[config.mk]
export PLATFORM = sky130hd
export DESIGN_NAME = counter_ctrl_flat
export DESIGN_NICKNAME = d
export VERILOG_FILES = /design/src/rtl/counter_ctrl_if.sv /design/src/rtl/counter_ctrl.sv /design/src/flat_wrapper.sv
export SDC_FILE = /design/constraint.sdc
export NUM_CORES = 1
export LEC_CHECK = 0
export CORE_ASPECT_RATIO = 0.6
export CORE_MARGIN = 2
export CORE_UTILIZATION = 45
export DETAILED_ROUTE_END_ITERATION = 8
export PLACE_DENSITY = 0.78
export SLEW_MARGIN = 0
export SYNTH_ARGS = -nofsm -noshare
export SYNTH_HDL_FRONTEND = slang
export SYNTH_SLANG_ARGS = --single-unit
export TNS_END_PERCENT = 20
[constraint.sdc]
create_clock -name clk -period 2.6 [get_ports clk]
set_input_delay 0.39 -clock clk [delete_from_list [all_inputs] [get_ports clk]]
set_output_delay 0.39 -clock clk [all_outputs]
set_load 0.005 [all_outputs]
[src/rtl/counter_ctrl_if.sv]
// Command/feedback bundle between the board control logic and counter_ctrl.
// The master side issues pulses and feeds back count; the slave side is the controller.
interface counter_ctrl_if;
    logic        start;
    logic        stop;
    logic        clear;
    logic [31:0] inter_in;
    logic [31:0] target_in;
    logic [31:0] count;
    logic [7:0]  state;
    logic [31:0] inter;
    logic        busy;
    logic        done;
    logic [31:0] count_snap;

    modport master (
        output start, stop, clear, inter_in, target_in, count,
        input  state, inter, busy, done, count_snap
    );

    modport slave (
        input  start, stop, clear, inter_in, target_in, count,
        output state, inter, busy, done, count_snap
    );
endinterface

[src/rtl/counter_ctrl.sv]
// Command-side controller for the interval counter: turns start/stop/clear pulses
// into RESET/RUN/HALT commands and auto-halts on target. Optional macro: AUTO_RELOAD_EN.
//
// state   | meaning
// --------+------------------------------------------------------------
// S_RESET | idle; counter held in reset; start latches inter/target
// S_RUN   | counter running; target hit or stop leaves this state
// S_HALT  | counter frozen; start resumes, clear returns to idle
module counter_ctrl #(
    parameter logic [7:0] ST_RESET = 8'd0,
    parameter logic [7:0] ST_RUN   = 8'd1,
    parameter logic [7:0] ST_HALT  = 8'd2
) (
    input  logic           clk,
    input  logic           rst,
    counter_ctrl_if.slave  ctrl
);

    typedef enum logic [7:0] {
        S_RESET = ST_RESET,
        S_RUN   = ST_RUN,
        S_HALT  = ST_HALT
    } state_t;

    state_t      state_q, state_d;
    logic [31:0] inter_q, inter_d;
    logic [31:0] target_q, target_d;
    logic [31:0] snap_q, snap_d;
    logic        done_q, done_d;
    logic        busy_q;
    logic        reload_q, reload_d;
    logic        target_hit;

    assign target_hit = (target_q != 32'd0) && (ctrl.count >= target_q);

    always_ff @(posedge clk) begin
        if (rst) begin
            state_q  <= S_RESET;
            inter_q  <= 32'd0;
            target_q <= 32'd0;
            snap_q   <= 32'd0;
            done_q   <= 1'b0;
            busy_q   <= 1'b0;
            reload_q <= 1'b0;
        end else begin
            state_q  <= state_d;
            inter_q  <= inter_d;
            target_q <= target_d;
            snap_q   <= snap_d;
            done_q   <= done_d;
            busy_q   <= (state_d == S_RUN);
            reload_q <= reload_d;
        end
    end

    always_comb begin
        state_d  = state_q;
        inter_d  = inter_q;
        target_d = target_q;
        snap_d   = snap_q;
        done_d   = 1'b0;
        reload_d = 1'b0;
        case (state_q)
            S_RESET: begin
                if (ctrl.clear || ctrl.stop) begin
                    state_d = S_RESET;
                end else if (reload_q) begin
                    // Periodic restart keeps the interval and target already latched.
                    state_d = S_RUN;
                end else if (ctrl.start) begin
                    state_d  = S_RUN;
                    inter_d  = ctrl.inter_in;
                    target_d = ctrl.target_in;
                end
            end
            S_RUN: begin
                if (ctrl.clear) begin
                    state_d = S_RESET;
                end else if (ctrl.stop) begin
                    state_d = S_HALT;
                    snap_d  = ctrl.count;
                end else if (target_hit) begin
                    done_d = 1'b1;
                    snap_d = ctrl.count;
`ifdef AUTO_RELOAD_EN
                    state_d  = S_RESET;
                    reload_d = 1'b1;
`else
                    state_d = S_HALT;
`endif
                end
            end
            S_HALT: begin
                if (ctrl.clear) begin
                    state_d = S_RESET;
                end else if (ctrl.start) begin
                    state_d = S_RUN;
                end
            end
            default: state_d = S_RESET;
        endcase
    end

    assign ctrl.state      = state_q;
    assign ctrl.inter      = inter_q;
    assign ctrl.busy       = busy_q;
    assign ctrl.done       = done_q;
    assign ctrl.count_snap = snap_q;

endmodule
[src/flat_wrapper.sv]
// flat-port wrapper written by rule: the top's interface ports become plain ports
module counter_ctrl_flat 
#(
    parameter logic [7:0] ST_RESET = 8'd0,
    parameter logic [7:0] ST_RUN   = 8'd1,
    parameter logic [7:0] ST_HALT  = 8'd2
)
  (clk, rst, ctrl_start, ctrl_stop, ctrl_clear, ctrl_inter_in, ctrl_target_in, ctrl_count, ctrl_state, ctrl_inter, ctrl_busy, ctrl_done, ctrl_count_snap);
  counter_ctrl_if ctrl_i ();
  input  logic clk;
  input  logic rst;
  input wire logic [$bits(ctrl_i.start)-1:0] ctrl_start;
  input wire logic [$bits(ctrl_i.stop)-1:0] ctrl_stop;
  input wire logic [$bits(ctrl_i.clear)-1:0] ctrl_clear;
  input wire logic [$bits(ctrl_i.inter_in)-1:0] ctrl_inter_in;
  input wire logic [$bits(ctrl_i.target_in)-1:0] ctrl_target_in;
  input wire logic [$bits(ctrl_i.count)-1:0] ctrl_count;
  output wire logic [$bits(ctrl_i.state)-1:0] ctrl_state;
  output wire logic [$bits(ctrl_i.inter)-1:0] ctrl_inter;
  output wire logic [$bits(ctrl_i.busy)-1:0] ctrl_busy;
  output wire logic [$bits(ctrl_i.done)-1:0] ctrl_done;
  output wire logic [$bits(ctrl_i.count_snap)-1:0] ctrl_count_snap;
  assign ctrl_i.start = ctrl_start;
  assign ctrl_i.stop = ctrl_stop;
  assign ctrl_i.clear = ctrl_clear;
  assign ctrl_i.inter_in = ctrl_inter_in;
  assign ctrl_i.target_in = ctrl_target_in;
  assign ctrl_i.count = ctrl_count;
  assign ctrl_state = ctrl_i.state;
  assign ctrl_inter = ctrl_i.inter;
  assign ctrl_busy = ctrl_i.busy;
  assign ctrl_done = ctrl_i.done;
  assign ctrl_count_snap = ctrl_i.count_snap;
  counter_ctrl #(.ST_RESET(ST_RESET), .ST_RUN(ST_RUN), .ST_HALT(ST_HALT)) u_core (.clk(clk), .rst(rst), .ctrl(ctrl_i));
endmodule
Word-level counts from Yosys, hierarchy flattened --
Cells that the tools add are included.
Storage, ports and cells: bits in registers 106, input bits 101, output and inout bits 74, logic and storage cells 31
Cells by class: order comparisons 1, eq/ne operators 3, muxes and demuxes 10, bitwise logic cells 3, reductions and logical operators 8
Operators by type and width (count):
- two-way mux 32 bit | 2
- two-way mux 8 bit | 6
- >= comparator 32 bit | 1
- nonzero test 32 bit | 1
- one-hot mux 8 bit (3 select lines) | 1
- equality test 8 x 1 -> 1 bit (second input constant) | 2
- equality test 8 x 2 -> 1 bit (second input constant) | 1
- zero test 8 bit | 1
- AND reduction 3 bit | 2
- OR reduction 4 bit | 1
- inverter 1 bit | 3
- nonzero test 2 bit | 1
- logical AND 1 bit | 1
- logical OR 1 bit | 1
- two-way mux 1 bit | 1

Longest topological paths before layout --
Gate-level depths: netlist (run 1).
word-level depth 7, depth in mapped cells 10, depth with buffers taken out 8

Least setup slack after synthesis (run 1) --
OpenSTA, ideal clock, no wires.
path type input port to flip-flop, from input port ctrl_count[0], to register u_core.snap_q[10], in the netlist u_core.ctrl.count_snap[10], setup time 118 ps, arrival time 2102 ps, required time 2482 ps, setup slack 380 ps, cell stages on the path 10, path buffers 2, cell sequence inv_1 > ha_1 > nand2b_4 > a2111oi_4 > nor4b_1 > o31a_1 > o31a_1 > buf_6 > buf_12 > mux2i_1
On the way: cells in the longest elaborated chain, start to end 4
Ends and longest elaborated chain:
- start: declaration | RTL line flat_wrapper.sv:17 | input wire logic [$bits(ctrl_i.count)-1:0] ctrl_count;
- >= comparator 32 bit | RTL line counter_ctrl.sv:34 | assign target_hit = (target_q != 32'd0) && (ctrl.count >= target_q);
- logical AND 1 bit | RTL line counter_ctrl.sv:34
- nonzero test 2 bit (no source line)
- AND reduction 3 bit (no source line)
- end signal: assignment | RTL line counter_ctrl.sv:49 | snap_q <= snap_d;
- end: declaration | RTL line counter_ctrl.sv:28 | logic [31:0] snap_q, snap_d;
No other way between the ends. A chain may end at the register's enable or synchronous reset.

Worst setup path in the final report (run 1) --
from input port ctrl_count[17], to register u_core.snap_q[4], in the netlist u_core.ctrl.count_snap[4]
The elaborated chain is that of the path after synthesis.

==> results of run 1 <==
[power groups by stage]
stage	sequential [uW]	combinational, uW	clock (uW)
after CTS	1630	314	1540
after global routing	1630	343	1600
after floorplan	1670	104	0
final	1630	318	1520
after global placement	1670	301	0
after detailed placement	1670	310	0
[synth_stat cells, types with 2 or more instances]
cell	count	area, um2
a21o_1	2	15.0
a21oi_1	79	395
a32o_1	2	20.0
buf_12	3	60.1
buf_2	12	60.1
clkbuf_1	15	56.3
dfxtp_1	106	2120
ha_1	32	400
inv_1	35	131
mux2i_1	32	320
nand2_1	136	510
nand2b_1	64	400
nand3_1	2	10.0
nand4_1	9	56.3
nor2_1	5	18.8
nor3_1	2	10.0
nor4_1	9	56.3
o21ai_0	6	30.0
o31a_1	2	17.5
or3_1	2	12.5
[kinds of logic (layout without fill, tap and decap cells)]
family | Yosys count | count (layout) | synth area share [%]
compound gates | 97 | 97 | 11.2
fa+ha+maj | 32 | 32 | 8.23
buf+inv | 66 | 239 | 6.56
flops | 106 | 106 | 43.6
mux | 32 | 32 | 6.59
other cells | 1 | 6 | 0.0771
simple gates | 236 | 236 | 23.6
[sequential cells by signal, summed over array words and instances (netlist names)]
name / count
u_core.ctrl.count_snap: 32
u_core.ctrl.inter: 32
u_core.ctrl.done: 1
u_core.ctrl.busy: 1
u_core.ctrl.state: 8
u_core.target_q: 32
[cell type report]
class | instances | area (um2)
clock inverters | 5 | 85.1
well taps | 139 | 174
flip-flops and latches | 106 | 2120
inverters | 35 | 131
multi-input cells | 403 | 2480
clock buffers | 11 | 253
fillers | 832 | 3410
repair buffers | 188 | 1910
[stage by stage]
stage               hold WS (ns)  instances  utilization, %
finish                     0.453        887            67.7
CTS                        0.445        884            66.9
floorplan                  0.449        575               -
global placement           0.441        868            63.7
global route               0.444        887            67.7
detailed placement         0.449        868            63.7
[what timing repair did]
item | in CTS | in global routing
cloned | 0 | 3
resized for setup | 1 | 6
setup endpoints to repair | 2 | 32
pin swaps | 1 | 4
[worst max-delay path: cells and delay by family]
| family | cells | cell delay, ns |
|---|---|---|
| AOI/OAI and AO/OA | 5 | 1.25 |
| adders and majority gates | 1 | 0.35 |
| buffers and inverters | 2 | 0.62 |
| muxes | 1 | 0.15 |
[worst max path at each step]
stage / cells after the start / end / slack [ns] / from
floorplan: 10 / u_core.ctrl.count_snap[10] / 0.38 / ctrl_count[0]
global placement: 10 / u_core.ctrl.count_snap[23] / -0.29 / ctrl_count[0]
detailed placement: 10 / u_core.ctrl.count_snap[4] / -0.38 / ctrl_count[0]
CTS: 10 / u_core.ctrl.count_snap[4] / 0.05 / ctrl_count[21]
global route: 9 / u_core.ctrl.count_snap[4] / -0.002 / ctrl_count[31]
finish: 9 / u_core.ctrl.count_snap[4] / 0.05 / ctrl_count[17]
[layer usage]
layer / part of all wire, % / vias up / global-route usage [%]
met5: 0 / - / 0
met4: 0.83 / 0 / 5.38
met3: 8.5 / 14 / 8.44
met2: 46 / 174 / 37.9
met1: 45 / 2094 / 28.1
li1: - / 2228 / -
==> metrics.csv, run 1 <==
stage;metric;value;unit
run_status;status;completed;
logic_synthesis;Avg Synthesized Cell Area;8.53;um2
logic_synthesis;Syn Inst Count;570;
worst_hold_path;min-delay src;u_core.ctrl.inter[29];
sta;Final WS setup;0.0497;ns
floorplanning;Initial Util;46.0;%
sta;Slew Viols, Final;0;
setup_path;worst r2r path cells;9;
floorplanning;Die Y;84.5;um
place;worst slack at placement;-0.376;ns
place;Cell Area, Placed;6720;um2
routing;total vias in the final route;4510;
cts;CTS buffer count;9;
worst_hold_path;Hold Path Stages;2;
finish;most common cell after layout, fill and taps aside;clkdlybuf4s50_1;
finish;Post-Layout Inst Area;7150;um2
cts;clk buf depth;2;
finish;final net count;876;
place;input/output buffers;174;
global_route;gr ovfl total;0;
pwr;Combinational Power Share;9.2;%
global_route;largest net degree at the start of global routing;129;
sta;worst slew pin tran;1.08;ns
floorplanning;core area;10600;um2
pwr;clock power share;43.7;%
setup_path;crit path DAT;2.78;ns
cts;H-tree Lvls;3;
pwr;switching share of power;21.2;%
run;# Max-Cap Violations;0;
logic_synthesis;Synth async-reset ratio;0;%
setup_path;type of origin of the critical path;input pin;
pwr;VDD IR max;0.364;mV
pwr;power per cell area;485;nW/um2
routing;final antenna-violating net count;0;
pwr;Net Sw Power;736;uW
cts;CTS root buf;clkbuf_16;
cts;Sink Count;106;
logic_synthesis;post-synth cell types;35;
global_route;initial antenna violation count;0;
setup_path;CP max FO;8;
worst_hold_path;Endpoint, Worst Hold;u_core.ctrl.inter[29];
sta;Rel. slew slack;27.8;%
finish;diode count;0;
global_route;first-pass GRT wire length;21500;um
setup_path;Largest stage delay, worst path;0.45;ns
setup_path;CP required;2.83;ns
sta;Clock Skews;0.00733;ns
place;Detail Placement HPWL;9800;um
setup_path;Crit Path Class;input pin to flop;
routing;Detailed Route WL;13900;um
routing;drt wl/cell;15.7;um
routing;drt drc;0;
finish;share of cells above drive strength 1;5.61;%
floorplanning;die area;11700;um2
floorplanning;I/O pin count;175;
cts;Worst-Skew Late Latency;0.34;ns
sta;post-layout min period;2.55;ns
sta;Hold Vio Cnt, Final;0;
setup_path;r2r setup slk;0.15;ns
logic_synthesis;sequential fraction of the synthesis area;43.6;%
global_route;vias in the first global route;4466;
floorplanning;row count;29;
place;Placer Congestion;0.797;
setup_path;CP cell instances;clkdlybuf4s50_1 -> ha_1 -> a21oi_1 -> o21ai_0 -> a221oi_1 -> o21ai_2 -> o31a_4 -> buf_12 -> mux2i_2;
pwr;leak pwr;0.00248;uW
sta;Setup violations, final;0;
cts;CTS tree;yes;
finish;Area growth, synth to finish;47.1;%
setup_path;cell with the biggest individual delay on the critical path;clkdlybuf4s50_1;
floorplanning;die width;138;um
sta;Setup TNS;0;ns
logic_synthesis;Post-synth EDFFs;0;
logic_synthesis;Synth Flop Type;dfxtp_1;
sta;Max Fclk;0.392;GHz
finish;most frequent cells in the layout;clkdlybuf4s50_1, nand2_1, dfxtp_1, a21oi_1, nand2b_1;
pwr;Power Internal;2730;uW
pwr;register share of total power;47.1;%
routing;Vias/cell;5.08;
cts;hold buffers post-CTS;0;
sta;final period utilization;98.1;%
setup_path;reg2reg end;u_core.ctrl.count_snap[4];
logic_synthesis;post-synthesis cell area;4860;um2
cts;Clock Pin Slew Worst Setup and Hold Paths;0.07;ns
setup_path;CP Capture Type;flop;
routing;DR pass1 iterations;5;
global_route;GR Util All Layers;22.7;%
worst_hold_path;Hold Path Class;flop to flop;
setup_path;Critical R2R Launch;u_core.target_q[17];
pwr;PnR Total Power;3470;uW
cts;post-CTS setup buffer count;0;
logic_synthesis;flops & latches, synth;106;
logic_synthesis;Yosys warnings;0;
routing;Detailed Route Iter0 Violations;212;
No activity file was read; power rests on OpenSTA's default activity.
==> run 2: changes to the inputs <==
--- a/config.mk
+++ b/config.mk
@@ -10,6 +10,7 @@
 export CORE_UTILIZATION = 45
 export DETAILED_ROUTE_END_ITERATION = 8
 export PLACE_DENSITY = 0.78
+export RECOVER_POWER = 50
 export SLEW_MARGIN = 0
 export SYNTH_ARGS = -nofsm -noshare
 export SYNTH_HDL_FRONTEND = slang
==> run 2 against run 1 <==
  * Register-to-register slack about the same
  * Largest power group unchanged
  * Wire length down 0.30%
  * Highest routed layer unchanged
  * Total power barely moved
  * Global-route usage unchanged
  * Die area unchanged
  * Fmax down 0.17%
  * Clock skew about the same
  * Final cell count did not move
  * Combinational power barely moved
  * Sequential share of layout area is essentially flat
  * Via count fell by 0.73%
  * Count of clock-buffer cells in the layout unchanged
  * Critical endpoint unchanged
==> metrics.csv, run 2 (synthesis results as in run 1) <==
stage;metric;value;unit;change
global_route;first-pass GRT wire length;21500;um;unchanged
sta;final period utilization;98.3;%;+0.16 points
worst_hold_path;Hold Path Stages;2;;unchanged
cts;CTS buffer count;9;;unchanged
finish;number of fill cells in the layout;832;;unchanged
routing;Detailed Route Iter0 Violations;204;;-3.8%
cts;Worst-Skew Late Latency;0.34;ns;about the same
global_route;vias in the first global route;4466;;unchanged
pwr;clock power share;43.8;%;about the same
floorplanning;die width;138;um;unchanged
place;Placer Congestion;0.797;;unchanged
pwr;Net Sw Power;737;uW;+0.23%
finish;Multi-input gate area;2470;um2;-0.25%
routing;drt wl/cell;15.6;um;-0.30%
finish;share of cells above drive strength 1;5.35;%;-0.27 points
routing;drt drc;0;;unchanged
routing;Vias/cell;5.05;;-0.73%
setup_path;CP required;2.83;ns;about the same
sta;Slew Viols, Final;0;;unchanged
floorplanning;Initial Util;46.0;%;unchanged
finish;most common cell after layout, fill and taps aside;nand2_1;;
setup_path;Crit Path Class;input pin to flop;;
run;# Max-Cap Violations;0;;unchanged
pwr;switching share of power;21.3;%;+0.053 points
cts;Clock Pin Slew Worst Setup and Hold Paths;0.07;ns;about the same
pwr;Power Internal;2730;uW;about the same
setup_path;crit path DAT;2.78;ns;about the same
worst_hold_path;Hold Path Class;flop to flop;;
finish;final net count;876;;unchanged
sta;Setup TNS;0;ns;unchanged
setup_path;type of origin of the critical path;input pin;;
pwr;power per cell area;485;nW/um2;+0.11%
run_status;status;completed;;
place;Detail Placement HPWL;9800;um;unchanged
routing;DR pass1 iterations;5;;unchanged
pwr;register share of total power;47.1;%;about the same
cts;CTS tree;yes;;
finish;Area growth, synth to finish;46.9;%;
sta;Clock Skews;0.00772;ns;+0.000390 ns
setup_path;CP Capture Type;flop;;
floorplanning;row count;29;;unchanged
global_route;GR Util All Layers;22.7;%;unchanged
pwr;leak pwr;0.00273;uW;+10%
global_route;largest net degree at the start of global routing;129;;unchanged
global_route;initial antenna violation count;0;;unchanged
sta;worst slew pin tran;1.07;ns;-0.0153 ns
sta;Hold Vio Cnt, Final;0;;unchanged
cts;clk buf depth;2;;unchanged
pwr;Combinational Power Share;9.1;%;about the same
floorplanning;Die Y;84.5;um;unchanged
finish;diode count;0;;unchanged
floorplanning;die area;11700;um2;unchanged
routing;Detailed Route WL;13900;um;-0.30%
place;input/output buffers;174;;unchanged
sta;hold_ws;0.449;ns;-0.00372 ns
setup_path;CP max FO;8;;unchanged
floorplanning;core area;10600;um2;unchanged
pwr;VDD IR max;0.361;mV;-0.85%
routing;total vias in the final route;4477;;-0.73%
cts;Sink Count;106;;unchanged
sta;Setup violations, final;0;;unchanged
sta;Rel. slew slack;28.8;%;+1.0 points
setup_path;worst r2r path cells;9;;unchanged
cts;hold buffers post-CTS;0;;unchanged
cts;H-tree Lvls;3;;unchanged
global_route;gr ovfl total;0;;unchanged
routing;final antenna-violating net count;0;;unchanged
finish;most frequent cells in the layout;nand2_1, dfxtp_1, clkdlybuf4s50_1, a21oi_1, dlygate4sd3_1;;
finish;sequential cell area;2120;um2;unchanged
cts;CTS root buf;clkbuf_16;;
sta;Max Fclk;0.391;GHz;-0.17%
sta;post-layout min period;2.55;ns;+0.00422 ns
floorplanning;I/O pin count;175;;unchanged
-- run 2: cell count changes in the layout (fill, tap and decap cells not counted), sizes merged --
| cell | delta |
|---|---|
| clkbuf | +1 |
| dlygate4sd3 | +74 |
| clkdlybuf4s50 | -74 |
| buf | -1 |
-- run 2: layout make-up --
class / count / area share [%]
clock inverters: 5 / 1.19
repair buffers: 188 / 26.7
well taps: 139 / 2.43
multi-input cells: 403 / 34.6
inverters: 35 / 1.84
clock buffers: 11 / 3.54
flip-flops and latches: 106 / 29.7
-- run 2: worst paths after layout --
check / start / to / slack (ns)
setup / recovery: ctrl_count[17] / u_core.ctrl.count_snap[4] / 0.05
hold / removal: u_core.ctrl.inter[29] / u_core.ctrl.inter[29] / 0.45
setup reg to reg: u_core.target_q[17] / u_core.ctrl.count_snap[4] / 0.15
hold reg to reg: u_core.ctrl.inter[29] / u_core.ctrl.inter[29] / 0.45
-- run 2: through the flow --
stage	total power (uW)	worst slack, ns	instance area (um2)	util (%)	std cells
2_1_floorplan	1770	0.380	4880	-	575
3_3_place_gp	1970	-0.289	6720	63.7	868
3_5_place_dp	1980	-0.376	6720	63.7	868
4_1_cts	3490	0.0504	7070	66.9	884
5_1_grt	3580	-0.00158	7140	67.7	887
6_report	3470	0.0455	7140	67.7	887
-- run 2: per-layer routing --
| metal | global-route usage (%) | vias to the layer above | part of all wire (%) |
|---|---|---|---|
| met1 | 28.1 | 2072 | 45 |
| met4 | 5.38 | 0 | 0.81 |
| met2 | 37.9 | 157 | 45 |
| met5 | 0 | - | 0 |
| met3 | 8.44 | 12 | 9.5 |
| li1 | - | 2236 | - |
-- run 2: critical path, stage by stage --
cell and delay, ns:
clkdlybuf4s50_1 0.45, ha_1 0.35, a21oi_1 0.16, o21ai_0 0.15
a221oi_1 0.41, o21ai_2 0.17, o31a_4 0.37, buf_12 0.17
mux2i_2 0.15
-- run 2: power groups by stage --
| stage | clock (uW) | sequential (uW) | combinational (uW) |
|---|---|---|---|
| after floorplan | 0 | 1670 | 104 |
| after global placement | 0 | 1670 | 301 |
| after detailed placement | 0 | 1670 | 310 |
| after CTS | 1540 | 1630 | 314 |
| after global routing | 1600 | 1630 | 341 |
| final | 1520 | 1630 | 316 |
-- run 2: repair_timing --
item | 4_1_cts | 5_1_grt
gates resized for setup | 1 | 6
endpoints found under the setup margin | 2 | 32
pin swaps | 1 | 4
buffers inserted | 0 | 0
gates cloned | 0 | 3
